`src/rtl/cfg_uart_pkg.sv`:
```
// Shared state encoding and frame constants for the cfg_master configuration UART.
package cfg_uart_pkg;

    typedef enum logic [1:0] {IDLE, START, DATA, STOP} uart_state_t;

    localparam logic START_BIT = 1'b0;
    localparam logic STOP_BIT  = 1'b1;
    localparam int   DATA_BITS = 8;
    localparam int   TX_BYTES  = 3;
    localparam int   RX_BYTES  = 2;

endpackage

```
`src/rtl/uart_rx8.sv`:
```
// 8N1 UART receiver: two-flop synchroniser, mid-bit sampling, one-clock byte_vld pulse.
module uart_rx8
    import cfg_uart_pkg::*;
#(
    parameter int BAUD_DIV = 2604
) (
    input  logic       clk,
    input  logic       rst,
    input  logic       rx,
    output logic       byte_vld,
    output logic [7:0] rx_byte
);

    localparam logic [15:0] FULL_LAST = 16'(BAUD_DIV - 1);
    localparam logic [15:0] HALF_LAST = 16'(BAUD_DIV / 2 - 1);

    logic        sync_p0, sync_p1, rx_prev;
    uart_state_t state, state_nxt;
    logic [15:0] baud_cnt;
    logic [2:0]  bit_cnt;
    logic [7:0]  shreg;
    logic        half_done, full_done, fall;

    assign half_done = (baud_cnt == HALF_LAST);
    assign full_done = (baud_cnt == FULL_LAST);
    assign fall      = rx_prev & ~sync_p1;

    // Synchroniser stage boundary; the line idles high, so all flops reset to 1.
    always_ff @(posedge clk or posedge rst) begin
        if (rst) begin
            sync_p0 <= 1'b1;
            sync_p1 <= 1'b1;
            rx_prev <= 1'b1;
        end else begin
            sync_p0 <= rx;
            sync_p1 <= sync_p0;
            rx_prev <= sync_p1;
        end
    end

    always_ff @(posedge clk or posedge rst) begin
        if (rst) state <= IDLE;
        else     state <= state_nxt;
    end

    always_comb begin
        state_nxt = state;
        case (state)
            IDLE:  if (fall) state_nxt = START;
            START: if (half_done) state_nxt = (sync_p1 == START_BIT) ? DATA : IDLE;
            DATA:  if (full_done && bit_cnt == 3'(DATA_BITS - 1)) state_nxt = STOP;
            STOP:  if (full_done) state_nxt = IDLE;
            default: state_nxt = IDLE;
        endcase
    end

    always_ff @(posedge clk or posedge rst) begin
        if (rst) begin
            baud_cnt <= '0;
            bit_cnt  <= '0;
            shreg    <= '0;
            byte_vld <= 1'b0;
            rx_byte  <= '0;
        end else begin
            byte_vld <= 1'b0;
            case (state)
                IDLE: begin
                    baud_cnt <= '0;
                    bit_cnt  <= '0;
                end
                START: baud_cnt <= half_done ? 16'd0 : baud_cnt + 16'd1;
                DATA: begin
                    if (full_done) begin
                        baud_cnt <= '0;
                        bit_cnt  <= bit_cnt + 3'd1;
                        shreg    <= {sync_p1, shreg[7:1]};
                    end else begin
                        baud_cnt <= baud_cnt + 16'd1;
                    end
                end
                STOP: begin
                    if (full_done) begin
                        baud_cnt <= '0;
                        // A low stop bit is a framing error: the byte is silently dropped.
                        if (sync_p1 == STOP_BIT) begin
                            byte_vld <= 1'b1;
                            rx_byte  <= shreg;
                        end
                    end else begin
                        baud_cnt <= baud_cnt + 16'd1;
                    end
                end
                default: baud_cnt <= '0;
            endcase
        end
    end

endmodule

```
`src/rtl/cfg_master.sv`:
```
// Configuration master: sends a 24-bit word as three 8N1 bytes and assembles a two-byte response.
module cfg_master
    import cfg_uart_pkg::*;
#(
    parameter int BAUD_DIV = 2604
) (
    input  logic        clk,
    input  logic        rst_n,
    input  logic [23:0] cmd_data,
    input  logic        initiate,
    output logic        TX_C,
    input  logic        RX_C,
    output logic [15:0] rsp,
    output logic        rsp_rdy
);

    localparam logic [15:0] FULL_LAST = 16'(BAUD_DIV - 1);

    // The reset port is active-high despite its name.
    logic rst;
    assign rst = rst_n;

    uart_state_t tx_state, tx_state_nxt;
    logic [15:0] tx_baud;
    logic [2:0]  tx_bit_cnt;
    logic [1:0]  tx_byte_cnt;
    logic [23:0] tx_shift;
    logic [7:0]  tx_byte;
    logic        tx_full_done, tx_more, tx_accept, tx_line;

    logic       rx_vld;
    logic [7:0] rx_byte;
    logic       rx_cnt;
    logic [7:0] rx_held;
    logic       rx_last;

    assign tx_byte      = tx_shift[23:16];
    assign tx_full_done = (tx_baud == FULL_LAST);
    assign tx_more      = (tx_byte_cnt < 2'(TX_BYTES - 1));
    assign tx_accept    = (tx_state == IDLE) && initiate;

    always_ff @(posedge clk or posedge rst) begin
        if (rst) tx_state <= IDLE;
        else     tx_state <= tx_state_nxt;
    end

    always_comb begin
        tx_state_nxt = tx_state;
        tx_line      = STOP_BIT;
        case (tx_state)
            IDLE: if (initiate) tx_state_nxt = START;
            START: begin
                tx_line = START_BIT;
                if (tx_full_done) tx_state_nxt = DATA;
            end
            DATA: begin
                tx_line = tx_byte[tx_bit_cnt];
                if (tx_full_done && tx_bit_cnt == 3'(DATA_BITS - 1)) tx_state_nxt = STOP;
            end
            STOP: if (tx_full_done) tx_state_nxt = tx_more ? START : IDLE;
            default: tx_state_nxt = IDLE;
        endcase
    end

    always_ff @(posedge clk or posedge rst) begin
        if (rst) begin
            tx_baud     <= '0;
            tx_bit_cnt  <= '0;
            tx_byte_cnt <= '0;
            tx_shift    <= '0;
        end else if (tx_accept) begin
            tx_shift    <= cmd_data;
            tx_byte_cnt <= '0;
            tx_baud     <= '0;
            tx_bit_cnt  <= '0;
        end else if (tx_state != IDLE) begin
            if (tx_full_done) begin
                tx_baud <= '0;
                if (tx_state == DATA) tx_bit_cnt <= tx_bit_cnt + 3'd1;
                if (tx_state == STOP && tx_more) begin
                    tx_byte_cnt <= tx_byte_cnt + 2'd1;
                    tx_shift    <= {tx_shift[15:0], 8'h00};
                end
            end else begin
                tx_baud <= tx_baud + 16'd1;
            end
        end
    end

    // Line register stage boundary: TX_C follows the state by one clock.
    always_ff @(posedge clk or posedge rst) begin
        if (rst) TX_C <= 1'b1;
        else     TX_C <= tx_line;
    end

    uart_rx8 #(.BAUD_DIV(BAUD_DIV)) u_rx (
        .clk      (clk),
        .rst      (rst),
        .rx       (RX_C),
        .byte_vld (rx_vld),
        .rx_byte  (rx_byte)
    );

    assign rx_last = (rx_cnt == 1'(RX_BYTES - 1));

    // A completing response beats a same-edge initiate for rsp_rdy; the count still clears.
    always_ff @(posedge clk or posedge rst) begin
        if (rst) begin
            rsp     <= '0;
            rsp_rdy <= 1'b0;
            rx_cnt  <= 1'b0;
            rx_held <= '0;
        end else begin
            if (rx_vld) begin
                if (!rx_last) begin
                    rx_held <= rx_byte;
                    rx_cnt  <= 1'b1;
                end else begin
                    rsp     <= {rx_held, rx_byte};
                    rsp_rdy <= 1'b1;
                    rx_cnt  <= 1'b0;
                end
            end
            if (tx_accept) begin
                rx_cnt <= 1'b0;
                if (!(rx_vld && rx_last)) rsp_rdy <= 1'b0;
            end
        end
    end

endmodule

```
`config.mk`:
```
export PLATFORM = sky130hd
export DESIGN_NAME = cfg_master
export DESIGN_NICKNAME = d
export VERILOG_FILES = /design/src/rtl/cfg_uart_pkg.sv /design/src/rtl/uart_rx8.sv /design/src/rtl/cfg_master.sv
export SDC_FILE = /design/constraint.sdc
export NUM_CORES = 1
export LEC_CHECK = 0
export ABC_AREA = 1
export ABC_CLOCK_PERIOD_IN_PS = 3390
export CORE_MARGIN = 5
export CORE_UTILIZATION = 42
export DETAILED_ROUTE_END_ITERATION = 8
export PLACE_DENSITY_LB_ADDON = 0.1
export SYNTH_ARGS = -nofsm -noshare
export SYNTH_HDL_FRONTEND = slang
export SYNTH_HIERARCHICAL = 1
export SYNTH_SLANG_ARGS = --single-unit
export TNS_END_PERCENT = 5
```
`constraint.sdc`:
```
create_clock -name clk -period 3.39 [get_ports clk]
set_input_delay 0.678 -clock clk [delete_from_list [all_inputs] [get_ports clk]]
set_output_delay 0.678 -clock clk [all_outputs]
set_load 0.03 [all_outputs]
```
; ---- After elaboration in Yosys (flattened, before gate mapping)
; Index checks and enable logic that the tools add are counted.
[totals]
output_inout_bits = 18
input_bits = 28
ff_bits = 115
wordCells = 118
[classes]
addsub = 5
reduce_logical = 24
bitwise = 3
magnitude_cmp = 2
mux = 45
n_eq_ne = 20
[op_table]
columns = cell, n
row1 = 2-to-1 mux 24 bit, 4
row2 = 2-to-1 mux 16 bit, 5
row3 = one-hot mux 16 bit (3 select lines), 1
row4 = "adder 16 x 1 -> 16 bit, second input constant", 2
row5 = "== test 16 x 12 -> 1 bit, second input constant", 2
row6 = 2-to-1 mux 2 bit, 13
row7 = "== test 16 x 11 -> 1 bit, second input constant", 1
row8 = one-hot mux 2 bit (4 select lines), 2
row9 = 2-to-1 mux 3 bit, 5
row10 = nonzero test 2 bit, 7
row11 = 2-to-1 mux 1 bit, 12
row12 = "!= test 2 x 1 -> 1 bit, second input constant", 5
row13 = AND reduction 3 bit, 3
row14 = "== test 2 bit, second input constant", 4
row15 = "!= test 2 bit, second input constant", 4
row16 = AND reduction 2 bit, 4
row17 = AND reduction 4 bit, 2
row18 = "adder 3 x 1 -> 3 bit, second input constant", 2
row19 = "== test 3 bit, second input constant", 2
row20 = one-hot mux 3 bit (2 select lines), 1
row21 = logical AND 1 bit, 5
row22 = "== test 2 x 1 -> 1 bit, second input constant", 2
row23 = logical NOT 2 bit, 2
row24 = "< comparator 3 x 4 -> 1 bit, second input constant", 1
row25 = other kinds (7), 8

; ---- Logic depth before layout (Yosys ltp)
[logic_depth]
word_depth = 6
mapped_depth = 12

; ---- By module
; Netlist, hierarchy kept.
[modules_own_cells]
columns = mod, area_each_um2, seq_area_each_um2, cells_each, n_inst
row1 = cfg_master, 3769.9, 1853.0, 487, 1
row2 = uart_rx8, 2087.0, 1029.7, 232, 1

; ---- Worst setup path after synthesis
; No wires, ideal clock.
[synth_path]
kind = register -> register
start = reg tx_state[0]
end = reg tx_bit_cnt[0]
period_less_slack_ns = 1.504
path_buffers = 2
slack_ns = 1.886
path_stages_with_launch = 10
arrival_time_ns = 1.387
required_time_ns = 3.273
path_cell_list = dfrtp_1 > inv_1 > ha_1 > nand2_1 > inv_1 > buf_2 > buf_2 > nor2_1 > nand4_1 > nand2_1
[synth_via]
elab_chain_len = 4
elab_cells_between_ends = 9
[synth_rtl]
columns = element, line_no
row1 = from (decl), cfg_master.sv:23  ; uart_state_t tx_state, tx_state_nxt;
row2 = from (signal assigned), cfg_master.sv:44  ; else tx_state <= tx_state_nxt;
row3 = logical NOT 2 bit, cfg_master.sv:40  ; assign tx_accept = (tx_state == IDLE) && initiate;
row4 = logical AND 1 bit, cfg_master.sv:40
row5 = nonzero test 2 bit (no line), --
row6 = AND reduction 3 bit (no line), --
row7 = to (signal assigned), cfg_master.sv:79  ; if (tx_state == DATA) tx_bit_cnt <= tx_bit_cnt + 3'd1;
row8 = to (decl), cfg_master.sv:25  ; logic [2:0] tx_bit_cnt;
; Parallel ways exist; a longest one is shown, timed or not.
; A chain may end at the register's enable or synchronous reset.

; ---- Worst setup path in the final report
[layout_path]
start = reg TX_C
end = out TX_C
[layout_lines]
columns = element, line_no
row1 = from (decl), cfg_master.sv:11  ; output logic TX_C,
row2 = from (signal assigned), cfg_master.sv:93  ; else TX_C <= tx_line;
; No word-level cell between the ends.

==> results.ini <==
[floorplanning]
initial_core_util_pct = 42.52
dieArea_sq_um = 16410
rows = 43
fp.dieH_microns = 128.1
die_w_microns = 128.1
io_pins = 46
coreArea_sq_um = 13770

[job]
drv_cap = 0

[final_layout]
syn2layout_area_growth_pct = 20.64
fin_area_sq_um = 7066
drive_gt1_share_pct = 14.21
nNetsFinal = 808
num_antenna_cells = 0
final_core_util_pct = 51.30

[logic_synthesis]
async_flop_share_pct = 100.0
synthesis.nets = 759
synth_top_cell_by_area = dfrtp_1
syn-cell-area_sq_um = 5857
synth_cell_types = 40
synth-seq-area-share_pct = 49.22
yosysTopAreaCellShare_pct = 47.43
ys_ff_latch = 115
synth_ff_type = dfrtp_1
ys_warn_count = 6
synth-edff-count = 0
synth.avg_cell_area_sq_um = 8.146
postSynthCellCount = 719
synth_area_leaders = dfrtp_1 (47%), nand2_1 (15%), nand3_1 (4.7%)

[worst_setup_path]
crit_slowest_cell = clkdlybuf4s50_1
r2r_slack_ns = 1.27
r2r-start = tx_state[0]
path_cells = clkdlybuf4s50_1
r2r_cells = 8
worst_setup_path_start_kind = flip-flop
path_buf_inv = 1
criticalPathCategory = flip-flop to primary output
cp_max_fo = 1
reg2reg_to = tx_baud[9]
end_kind = primary output
cp.arrival_ns = 1.58
cp.required_ns = 2.71
cp_top_family = buffers and inverters
cpPeakStageDelay_ns = 0.66

[clocking]
cts-resized-gates = 0
cts.clk_slew.worst_paths_ns = 0.05
ctsHoldBuffers = 0
post_cts_buffers = 0
clk_path_buf_depth = 2
clock_latency_ns = 0.42
cts-root-buf = clkbuf_16
htreeDepth = 4
cts_buffers = 17
clock-sinks = 115
cts_tree = done

[placement]
port_buffers = 45
placed_area_sq_um = 6470
dp_hpwl_microns = 8604
gp_congestion = 0.8657

[timing]
period_share_pct = 66.51
skew_ns = 0.01007
worstMarginPinSlew_ns = 0.8501
slew_headroom_pct = 43.19
hold-worst-slack_ns = 0.3548
hold_violations = 0
rsz0062_at_grt = false
fin_tns_setup_ns = 0
setup_viol = 0
fin_crit_ns = 2.255
fmax_mhz = 443.5
slew_violations = 0

[power]
leakagePower_nw = 3.428
peakVddDrop_mv = 0.4267
power_density_nw_per_um2 = 664.6

[min_path]
min_from = u_rx/sync_p0
hold_depth = 0
hold_path.class = flip-flop to flip-flop
holdPathEnd = u_rx/sync_p1

[drt]
drt_wl_total_microns = 12290
drc = 0
post_drt_via_cell_ratio = 4.801
wire_per_inst_microns = 12.78
drtIter0Drc = 309
drt_first_pass_iters = 6
vias = 4614
drt.antenna.violating_nets = 0

[global_routing]
overflow = 0
grt_pass1_vias = 4521
grt_max_degree = 50
grtUsageTotal_pct = 16.09
grt_pass1_wl_microns = 21190
antenna_found_initial = 0

[status]
outcome = completed

logic make-up (layout without fill, tap and decap cells):
kind of cell    after synthesis  after routing  share of synthesized area (%)
compound gates               62             62                          6.580
buf+inv                      93            155                          6.793
mux                           8              8                          1.538
flops                       115            115                          49.22
simple gates                419            419                          31.81
fa+ha+maj                    12             12                          2.563
xor+xnor                     10             10                          1.496
per-layer routing:
metal | up-vias | part of all wire [%] | GRT usage (%)
met3 | 10 | 3.4 | 5.083
met5 | - | 0 | 0
met1 | 2158 | 47 | 21.14
met2 | 63 | 48 | 25.26
met4 | 0 | 0.85 | 5.368
li1 | 2383 | - | -
final cells by class:
| class | instances | area, sq um |
|---|---|---|
| Multi-Input combinational cell | 511 | 2576 |
| Sequential cell | 115 | 2883 |
| Timing Repair Buffer | 49 | 505.5 |
| Tap cell | 180 | 225.2 |
| Fill cell | 1354 | 6708 |
| Clock inverter | 15 | 170.2 |
| Clock buffer | 17 | 425.4 |
| Inverter | 74 | 280.3 |
Yosys cell counts (2+ instances only):
library cell  instances
inv_1                65
clkbuf_1              3
o21ai_0              30
nand2_2              11
nand4_1              11
or2_2                 2
nor3_2                4
dfrtp_1             111
nor2_1               73
inv_2                 7
nand3_1              55
buf_6                 4
a21oi_1               9
nand3_4               2
nor3_1                4
mux2_2                8
nor2_4                4
xor2_1                8
buf_2                10
nor2_2               10
nand2_1             235
o21ai_2              14
o211ai_1              3
dfstp_2               4
xnor2_1               2
ha_1                 12
o21ai_1               2
nor3b_2               2
nand2_4               3
stage by stage:
step	setup WS [ns]	instances	power [mW]
floorplan	0.8320	719	2.665
global placement	1.087	929	2.900
detailed placement	1.041	929	2.934
CTS	1.099	961	4.767
global route	1.087	961	5.032
finish	1.135	961	4.695
cells in the final DEF (no fill, tap or decap), drive strengths merged, types with 10 or more instances in the layout:
cell type      Yosys  final
nand3             57     57
nand4             11     11
ha                12     12
inv               73     81
clkbuf             3     17
a21oi             10     10
dfrtp            111    111
nand2            249    249
o21ai             46     46
nor2              87     87
clkdlybuf4s50      0     45
state kept, by name (all words and copies together), names as in the netlist, named ones only:
register and count:
tx_shift 24, u_rx/rx_prev 1, u_rx/byte_vld 1, tx_baud 16, TX_C 1, u_rx/state 1, u_rx/rx_byte 8, u_rx/sync_p0 1
tx_bit_cnt 3, u_rx/shreg 8, u_rx/baud_cnt 16, rx_held 8, tx_byte_cnt 2, u_rx/sync_p1 1, rx_cnt 1, rsp 16
tx_state 2, u_rx/bit_cnt 3
report_power, final:
part           internal [mW]  switching (mW)  total (mW)
sequential              1.60           0.174        1.77
clock                   1.10           0.689        1.79
combinational          0.400           0.731        1.13
total                   3.10            1.59        4.70
worst max path at each step:
stage	start	to	cells after the start
final	TX_C	TX_C	1
after global routing	TX_C	TX_C	1
after CTS	TX_C	TX_C	1
after detailed placement	initiate	tx_baud[9]	6
after global placement	initiate	tx_baud[9]	6
after floorplan	rst_n	asynchronous set/reset pin	1
(Power assumes the default switching activity.)
